[config.mk]
export PLATFORM = sky130hd
export DESIGN_NAME = activation_pipe
export DESIGN_NICKNAME = d
export VERILOG_FILES = /design/src/rtl/activation_pkg.sv /design/src/rtl/activation_core.sv /design/src/rtl/activation_pipe.sv
export SDC_FILE = /design/constraint.sdc
export NUM_CORES = 1
export LEC_CHECK = 0
export ABC_AREA = 1
export CAP_MARGIN = 20
export CORE_ASPECT_RATIO = 1.1
export CORE_MARGIN = 2
export CORE_UTILIZATION = 40
export CTS_CLUSTER_DIAMETER = 120
export DETAILED_ROUTE_END_ITERATION = 8
export GPL_ROUTABILITY_DRIVEN = 0
export PLACE_DENSITY = 0.76
export SYNTH_ARGS = -nofsm -noshare
export SYNTH_HDL_FRONTEND = slang
export SYNTH_SLANG_ARGS = --single-unit
[constraint.sdc]
create_clock -name clk -period 3.6 [get_ports clk]
set_input_delay 1.08 -clock clk [delete_from_list [all_inputs] [get_ports clk]]
set_output_delay 1.08 -clock clk [all_outputs]
set_load 0.005 [all_outputs]
[src/rtl/activation_pkg.sv]
// Shared types and saturation constants for the activation pipeline.
// Mode encoding and DATA_WIDTH-parametrised saturation limit helpers.
package activation_pkg;

  typedef enum logic [1:0] {
    ACT_RELU,
    ACT_LEAKY,
    ACT_SAT,
    ACT_CLIP
  } act_mode_e;

  // Largest positive value of a dw-bit signed number, zero-extended.
  function automatic logic [63:0] sat_pos(input int unsigned dw);
    return (64'd1 << (dw - 1)) - 64'd1;
  endfunction

  // Most negative value of a dw-bit signed number, zero-extended.
  function automatic logic [63:0] sat_neg(input int unsigned dw);
    return 64'd1 << (dw - 1);
  endfunction

endpackage

[src/rtl/activation_core.sv]
// Combinational activation, rescale and saturation of one accumulator.
// Ports: x (2*DW accumulator), mode, clip_max -> data (DW), sat flag.
module activation_core
  import activation_pkg::*;
#(
  parameter int DATA_WIDTH       = 16,
  parameter int WEIGHT_INT_WIDTH = 4,
  parameter int LEAK_SHIFT       = 3
) (
  input  logic [2*DATA_WIDTH-1:0] x,
  input  act_mode_e               mode,
  input  logic [DATA_WIDTH-1:0]   clip_max,
  output logic [DATA_WIDTH-1:0]   data,
  output logic                    sat
);

  localparam int N  = 2 * DATA_WIDTH;
  localparam int W  = WEIGHT_INT_WIDTH;
  localparam int DW = DATA_WIDTH;

  localparam logic [DW-1:0] POS = DW'(sat_pos(DW));
  localparam logic [DW-1:0] NEG = DW'(sat_neg(DW));

  logic signed [N-1:0] v;
  logic [W:0]          top;
  logic [DW-1:0]       slice;
  logic                fits;
  logic [DW-1:0]       relu;
  logic                relu_sat;

  always_comb begin
    v = x;
    if (mode == ACT_LEAKY && x[N-1])
      v = signed'(x) >>> LEAK_SHIFT;

    top   = v[N-1 -: W+1];
    slice = v[N-1-W -: DW];
    // Slice is exact only when the dropped top bits are pure sign.
    fits  = (top == '0) || (top == '1);

    relu     = slice;
    relu_sat = 1'b0;
    if (x[N-1]) begin
      relu = '0;
    end else if (top != '0) begin
      relu     = POS;
      relu_sat = 1'b1;
    end

    data = slice;
    sat  = 1'b0;
    unique case (1'b1)
      mode == ACT_RELU: begin
        data = relu;
        sat  = relu_sat;
      end
      mode == ACT_CLIP: begin
        if (relu > clip_max) begin
          data = clip_max;
          sat  = 1'b1;
        end else begin
          data = relu;
          sat  = relu_sat;
        end
      end
      default: begin
        if (!fits) begin
          data = v[N-1] ? NEG : POS;
          sat  = 1'b1;
        end
      end
    endcase
  end

endmodule

[src/rtl/activation_pipe.sv]
// Two-stage valid/ready activation pipeline with saturation counter.
// Ports: in_* beat with mode/clip, out_* result, sat_clr/sat_count.
module activation_pipe
  import activation_pkg::*;
#(
  parameter int DATA_WIDTH       = 16,
  parameter int WEIGHT_INT_WIDTH = 4,
  parameter int LEAK_SHIFT       = 3,
  parameter int SAT_CNT_WIDTH    = 16
) (
  input  logic                     clk,
  input  logic                     rst_n,
  input  logic                     in_valid,
  output logic                     in_ready,
  input  logic [2*DATA_WIDTH-1:0]  in_data,
  input  logic [1:0]               in_mode,
  input  logic [DATA_WIDTH-1:0]    in_clip_max,
  output logic                     out_valid,
  input  logic                     out_ready,
  output logic [DATA_WIDTH-1:0]    out_data,
  output logic                     out_sat,
  input  logic                     sat_clr,
  output logic [SAT_CNT_WIDTH-1:0] sat_count
);

  localparam int N  = 2 * DATA_WIDTH;
  localparam int DW = DATA_WIDTH;

  logic          s1_valid;
  logic [N-1:0]  s1_data;
  act_mode_e     s1_mode;
  logic [DW-1:0] s1_clip;

  logic          s2_valid;
  logic          s1_adv;
  logic          s2_adv;
  logic [DW-1:0] core_data;
  logic          core_sat;

  assign s2_adv    = !s2_valid || out_ready;
  assign s1_adv    = !s1_valid || s2_adv;
  assign in_ready  = s1_adv;
  assign out_valid = s2_valid;

  always_ff @(posedge clk or negedge rst_n) begin
    if (!rst_n) begin
      s1_valid <= 1'b0;
      s1_data  <= '0;
      s1_mode  <= ACT_RELU;
      s1_clip  <= '0;
    end else if (s1_adv) begin
      s1_valid <= in_valid;
      if (in_valid) begin
        s1_data <= in_data;
        s1_mode <= act_mode_e'(in_mode);
        s1_clip <= in_clip_max;
      end
    end
  end

  activation_core #(
    .DATA_WIDTH      (DATA_WIDTH),
    .WEIGHT_INT_WIDTH(WEIGHT_INT_WIDTH),
    .LEAK_SHIFT      (LEAK_SHIFT)
  ) u_core (
    .x       (s1_data),
    .mode    (s1_mode),
    .clip_max(s1_clip),
    .data    (core_data),
    .sat     (core_sat)
  );

  // Output registers only load on a real beat so data holds in stalls.
  always_ff @(posedge clk or negedge rst_n) begin
    if (!rst_n) begin
      s2_valid <= 1'b0;
      out_data <= '0;
      out_sat  <= 1'b0;
    end else if (s2_adv) begin
      s2_valid <= s1_valid;
      if (s1_valid) begin
        out_data <= core_data;
        out_sat  <= core_sat;
      end
    end
  end

  always_ff @(posedge clk or negedge rst_n) begin
    if (!rst_n) begin
      sat_count <= '0;
    end else if (sat_clr) begin
      sat_count <= '0;
    end else if (out_valid && out_ready && out_sat &&
                 sat_count != '1) begin
      sat_count <= sat_count + 1'b1;
    end
  end

endmodule

======== Yosys cells after proc, flatten, opt, wreduce, memory -nomap -nowiden ========
Index checks and enable logic that the tools add are counted.
cells by class
  add/subtract/negate cells ............... 1
  magnitude comparators ................... 1
  eq/ne operators ......................... 4
  muxes and demuxes ....................... 14
  reduce and logical (&&, ||, !) cells .... 15
operators by type and width
  operator                                                          number
  16-bit 2-to-1 mux                                                 7
  16-bit one-hot mux with 2 select lines                            1
  31-bit 2-to-1 mux                                                 1
  16-bit by 1-bit adder with 16-bit output (second input constant)  1
  16-bit > comparator                                               1
  16-bit != test (second input constant)                            1
  5-bit == test (second input constant)                             1
  5-bit zero test                                                   1
  5-bit nonzero test                                                1
  1-bit logical AND                                                 4
  1-bit 2-to-1 mux                                                  4
  2-bit AND reduction                                               2
  1-bit logical OR                                                  3
  2-bit by 1-bit == test with 1-bit output (second input constant)  1
  2-bit == test (second input constant)                             1
  1-bit zero test                                                   2
  2-bit zero test                                                   1
  1-bit one-hot mux with 2 select lines                             1
  2-bit nonzero test                                                1
word-level totals
  bits in registers ....................... 85
  input port bits ......................... 55
  output and inout port bits .............. 35
  logic and storage cells ................. 43

======== Logic depth before layout (Yosys ltp) ========
Gate-level depths: netlist of run 1.
  depth after elaboration ................. 9
  mapped depth ............................ 21
  gate-level depth less buffers ........... 19

======== By module ========
Synthesis of run 1 repeated with hierarchy kept, for this count alone.
second synthesis, totals
  cell total of the unflattened synthesis .. 578
  area, all modules ....................... 5064.9 sq um
by module, submodules not included
  module           instances  cells each  area an instance (sq um)  sequential area each (sq um)
  activation_pipe  1          314         3653.5                    2127.0
  activation_core  1          264         1411.4                    0.0

======== Worst setup path before layout of run 1 ========
OpenSTA, ideal clock, no wires.
  kind .................................... register -> register
  start point ............................. register s1_data[29]
  end point ............................... register out_data[10]
  setup time .............................. 0.117 ns
  arrival time ............................ 2.264 ns
  data required time ...................... 3.483 ns
  slack ................................... 1.219 ns
  stages on the path, launching flop included .. 18
  path buffers ............................ 2
  period minus slack after synthesis ...... 2.381 ns
  cells stage by stage .................... dfrtp_1 > inv_2 > nand4_4 > clkbuf_2 > o21ai_0 > inv_1 > ha_1 > nand2_1 > nor2_1 > a21oi_1 > nand2_4 > nand2_4 > buf_6 > nand2_1 > nand3_1 > nand2_1 > nand2_1 > nand2_1
on the way
  word-level cells in the longest chain between the ends .. 7
  elaborated cells on any way between the ends .. 11
  those cells by class .................... 1 x order compare; 1 x eq/ne; 6 x mux; 3 x reduce/logical
RTL lines
  what                                      line                   RTL
  start: declaration                        activation_pipe.sv:30  logic [N-1:0] s1_data;
  start signal: assignment                  activation_pipe.sv:54  s1_data <= in_data;
  31-bit 2-to-1 mux *                       activation_core.sv:33  if (mode == ACT_LEAKY && x[N-1])
  5-bit nonzero test                        activation_core.sv:45  end else if (top != '0) begin
  16-bit 2-to-1 mux                         activation_core.sv:45
  16-bit 2-to-1 mux                         activation_core.sv:43  if (x[N-1]) begin
  16-bit > comparator                       activation_core.sv:58  if (relu > clip_max) begin
  16-bit 2-to-1 mux                         activation_core.sv:58
  16-bit one-hot mux with 2 select lines *  activation_core.sv:52  unique case (1'b1)
  end signal: assignment                    activation_pipe.sv:82  out_data <= core_data;
  end: declaration                          activation_pipe.sv:20  output logic [DATA_WIDTH-1:0] out_data,
Mark *: on every way between the ends. The rest lies on a longest branch, timed or not.
A chain may end at the register's enable or synchronous reset.

======== Final worst setup path of run 1 ========
  start point ............................. input port out_ready
  end point ............................... output port in_ready
on the way
  word-level cells in the longest chain between the ends .. 2
RTL lines
  what                line                   RTL
  start: declaration  activation_pipe.sv:19  input logic out_ready,
  1-bit logical OR    activation_pipe.sv:40  assign s2_adv = !s2_valid || out_ready;
  1-bit logical OR    activation_pipe.sv:41  assign s1_adv = !s1_valid || s2_adv;
  end: declaration    activation_pipe.sv:14  output logic in_ready,
No other way between the ends.

==> results of run 1 <==
-- layout by cell type (no fill, tap or decap), types with 6 or more instances in the layout --
cell type,n
ha_1,20
clkbuf_16,9
inv_1,61
or2_2,6
dfrtp_1,73
nor2_1,44
o211ai_1,15
nand2_1,126
clkdlybuf4s50_1,76
mux2_2,12
nor3_1,7
a21oi_1,73
nand3_1,42
o21ai_0,24
-- area by class of cell --
type | count | area [sq um] | area share (%)
multi-input combinational | 405 | 2190 | 39.3
clock inverter | 3 | 46.3 | 0.832
sequential | 73 | 1830 | 32.8
timing repair buffer | 81 | 808 | 14.5
tap | 147 | 184 | 3.30
inverter | 64 | 240 | 4.32
clock buffer | 13 | 270 | 4.86
-- worst min-delay path, cell delays in order (launching register included) --
cell and delay (ns):
dfrtp_1 0.34, nand2_1 0.06, nand2_1 0.06
-- power by group through the flow --
| stage | Clock, mW | Sequential (mW) | Combinational, mW |
|---|---|---|---|
| 3_5_place_dp | 0 | 1.11 | 1.00 |
| 5_1_grt | 0.988 | 1.11 | 1.14 |
| 6_report | 0.939 | 1.09 | 1.02 |
| 4_1_cts | 0.950 | 1.09 | 1.01 |
| 2_1_floorplan | 0 | 1.08 | 0.608 |
| 3_3_place_gp | 0 | 1.10 | 0.970 |
-- logic make-up (layout without fill, tap and decap cells) --
logic type | after synthesis | count (layout) | synth area share [%]
compound gates | 122 | 122 | 15.1
fa+ha+maj | 20 | 20 | 5.70
simple gates | 247 | 247 | 25.3
other cells | 1 | 1 | 0.0854
mux | 12 | 12 | 3.08
xor+xnor | 3 | 3 | 0.599
buf+inv | 92 | 161 | 8.58
flops | 73 | 73 | 41.6
-- metal layers --
layer | vias up | share of wire (%)
met5 | - | 0
met4 | 0 | 3.9
met3 | 36 | 5.0
met2 | 159 | 48
met1 | 1905 | 43
li1 | 2006 | -
-- worst paths after layout --
path	startpoint	end	slack [ns]	depth (start not counted)
max in group asynchronous	rst_n	s1_data[25]$_DFFE_PN0P_	2.14	2
min reg2reg	out_data[12]$_DFFE_PN0P_	out_data[12]$_DFFE_PN0P_	0.48	2
min in group asynchronous	rst_n	s1_clip[9]$_DFFE_PN0P_	0.80	1
min	out_data[12]$_DFFE_PN0P_	out_data[12]$_DFFE_PN0P_	0.48	2
max reg2reg	s1_data[29]$_DFFE_PN0P_	out_data[0]$_DFFE_PN0P_	0.60	14
max	out_ready	in_ready	0.26	4
-- registers in the layout (all words and copies together) (netlist names) --
signal     count
out_valid      1
s1_valid       1
out_data      16
s1_data       20
s1_mode        2
out_sat        1
s1_clip       16
sat_count     16
==> results.tsv, run 1 <==
metric	value	unit
met3 Usage GRT	4.11	%
Worst-Margin Slew	0.713	ns
share of cells above drive strength 1	8.61	%
cell repeated most along the worst path	clkdlybuf4s50_1	
CTS sink cnt	73	
post-DR wirelength/cell	14.2	microns
type of origin of the critical path	input pin	
Yosys Warn Count	0	
DRT Pass-1 Iters	5	
Util after Layout	51.5	%
TritonCTS Buffers	9	
Mapped Avg Cell Area	7.70	sq um
post-route worst setup slack	0.264	ns
pre-CTS WS	0.258	ns
synth cell count leaders	nand2_1, a21oi_1, dfrtp_1	
Vias	4106	
share of the synthesized area in the top cell type	41.6	%
minimum clock period	3.34	ns
synthesized cell area	4390	sq um
ys flop type	dfrtp_1	
Hold Path Class	register to register	
number of global-route vias before repair	3966	
grt total ovfl	0	
post-DP HPWL	8.15	mm
final setup fails	0	
switch share	33.2	%
DRC	0	
Die Y	114	microns
area growth from synthesis to layout	26.8	%
Worst Skew	0.00612	ns
Final Max Tran Viols	0	
RSZ-0062 raised after global routing	false	
Max stage delay on crit path	0.52	ns
WHS	0.481	ns
PortBufs	77	
Routed Antenna Nets	0	
M1 GR Usage	23.5	%
Avg Vias per Cell	5.22	
fillers	1006	
Post-synth EDFFs	0	
largest net degree at the start of global routing	45	
first-pass GRT wire length	18.6	mm
CP max FO	3	
placed cells	770	
Power Internal	2.04	mW
initial antenna violation count	0	
Peak VDD IR	247	uV
Slowest-stage cell, CP	clkdlybuf4s50_1	
max_cap viols	0	
number of diodes	0	
busiest layer in global routing	met2	
synthesis-stage register bit count	73	
Placed Area	5250	sq um
Initial Utilization	40.6	%
WL final	11.1	mm
Distinct cells, synth	38	
clock share of power	30.8	%
GRT met2 Usage	33.3	%
Placement Rows	40	
combinational share of power	33.3	%
width of the chip	104	microns
top-count cell post-synth	nand2_1	
Crit path max-delay family	buffers and inverters	
Non-Filler Instances	786	
Async SR Flop Fraction	100	%
CTS root buffer	clkbuf_16	
Nets	709	
register area share after synthesis	41.6	%
Crit path buffers/inverters	3	
Skew-Pair Late Insertion Delay	0.34	ns
cell area after layout	5570	sq um
dominant cells by area after synthesis	dfrtp_1, nand2_1, a21oi_1	
Flop pwr share	35.9	%
TritonCTS clock tree	yes	
Leak	2.62	nW
Worst slew margin	52.5	%
H-tree depth	3	
Sw Pwr	1.01	mW
Crit Path Category	input pin to output pin	
crit path cell chain	clkdlybuf4s50_1, inv_1, nand3_1, clkdlybuf4s50_1	
drt initial violations	320	
cell taking the most area after synthesis	dfrtp_1	
total power	3.05	mW
core box area	10800	sq um
post-CTS setup buffer count	0	
Reg clk slew, reported paths	0.05	ns
fmax	300	MHz
TNS Setup	0	ns
maximum root-to-sink buffer count	2	
nature of the critical path endpoint	output pin	
Die ar.	11800	sq um
Final Cycle Share	92.7	%
Power Dens Cells	548	nW/um^2
critical path arrival	2.26	ns
Hold Buf Count CTS	0	
Post-CTS Resized	0	
WP data required	2.52	ns
GRT Overall Usage	19.6	%
final hold vios	0	
outcome	completed	
Cells after Synth	570	
io pins	90	
syn nets	645	
(Power assumes the default switching activity.)
==> run 2: changes to the inputs <==
Settings changed: TNS_END_PERCENT set to 20.
==> results of run 2 <==
The final DEF is identical to that of run 1; final timing and power are the same.
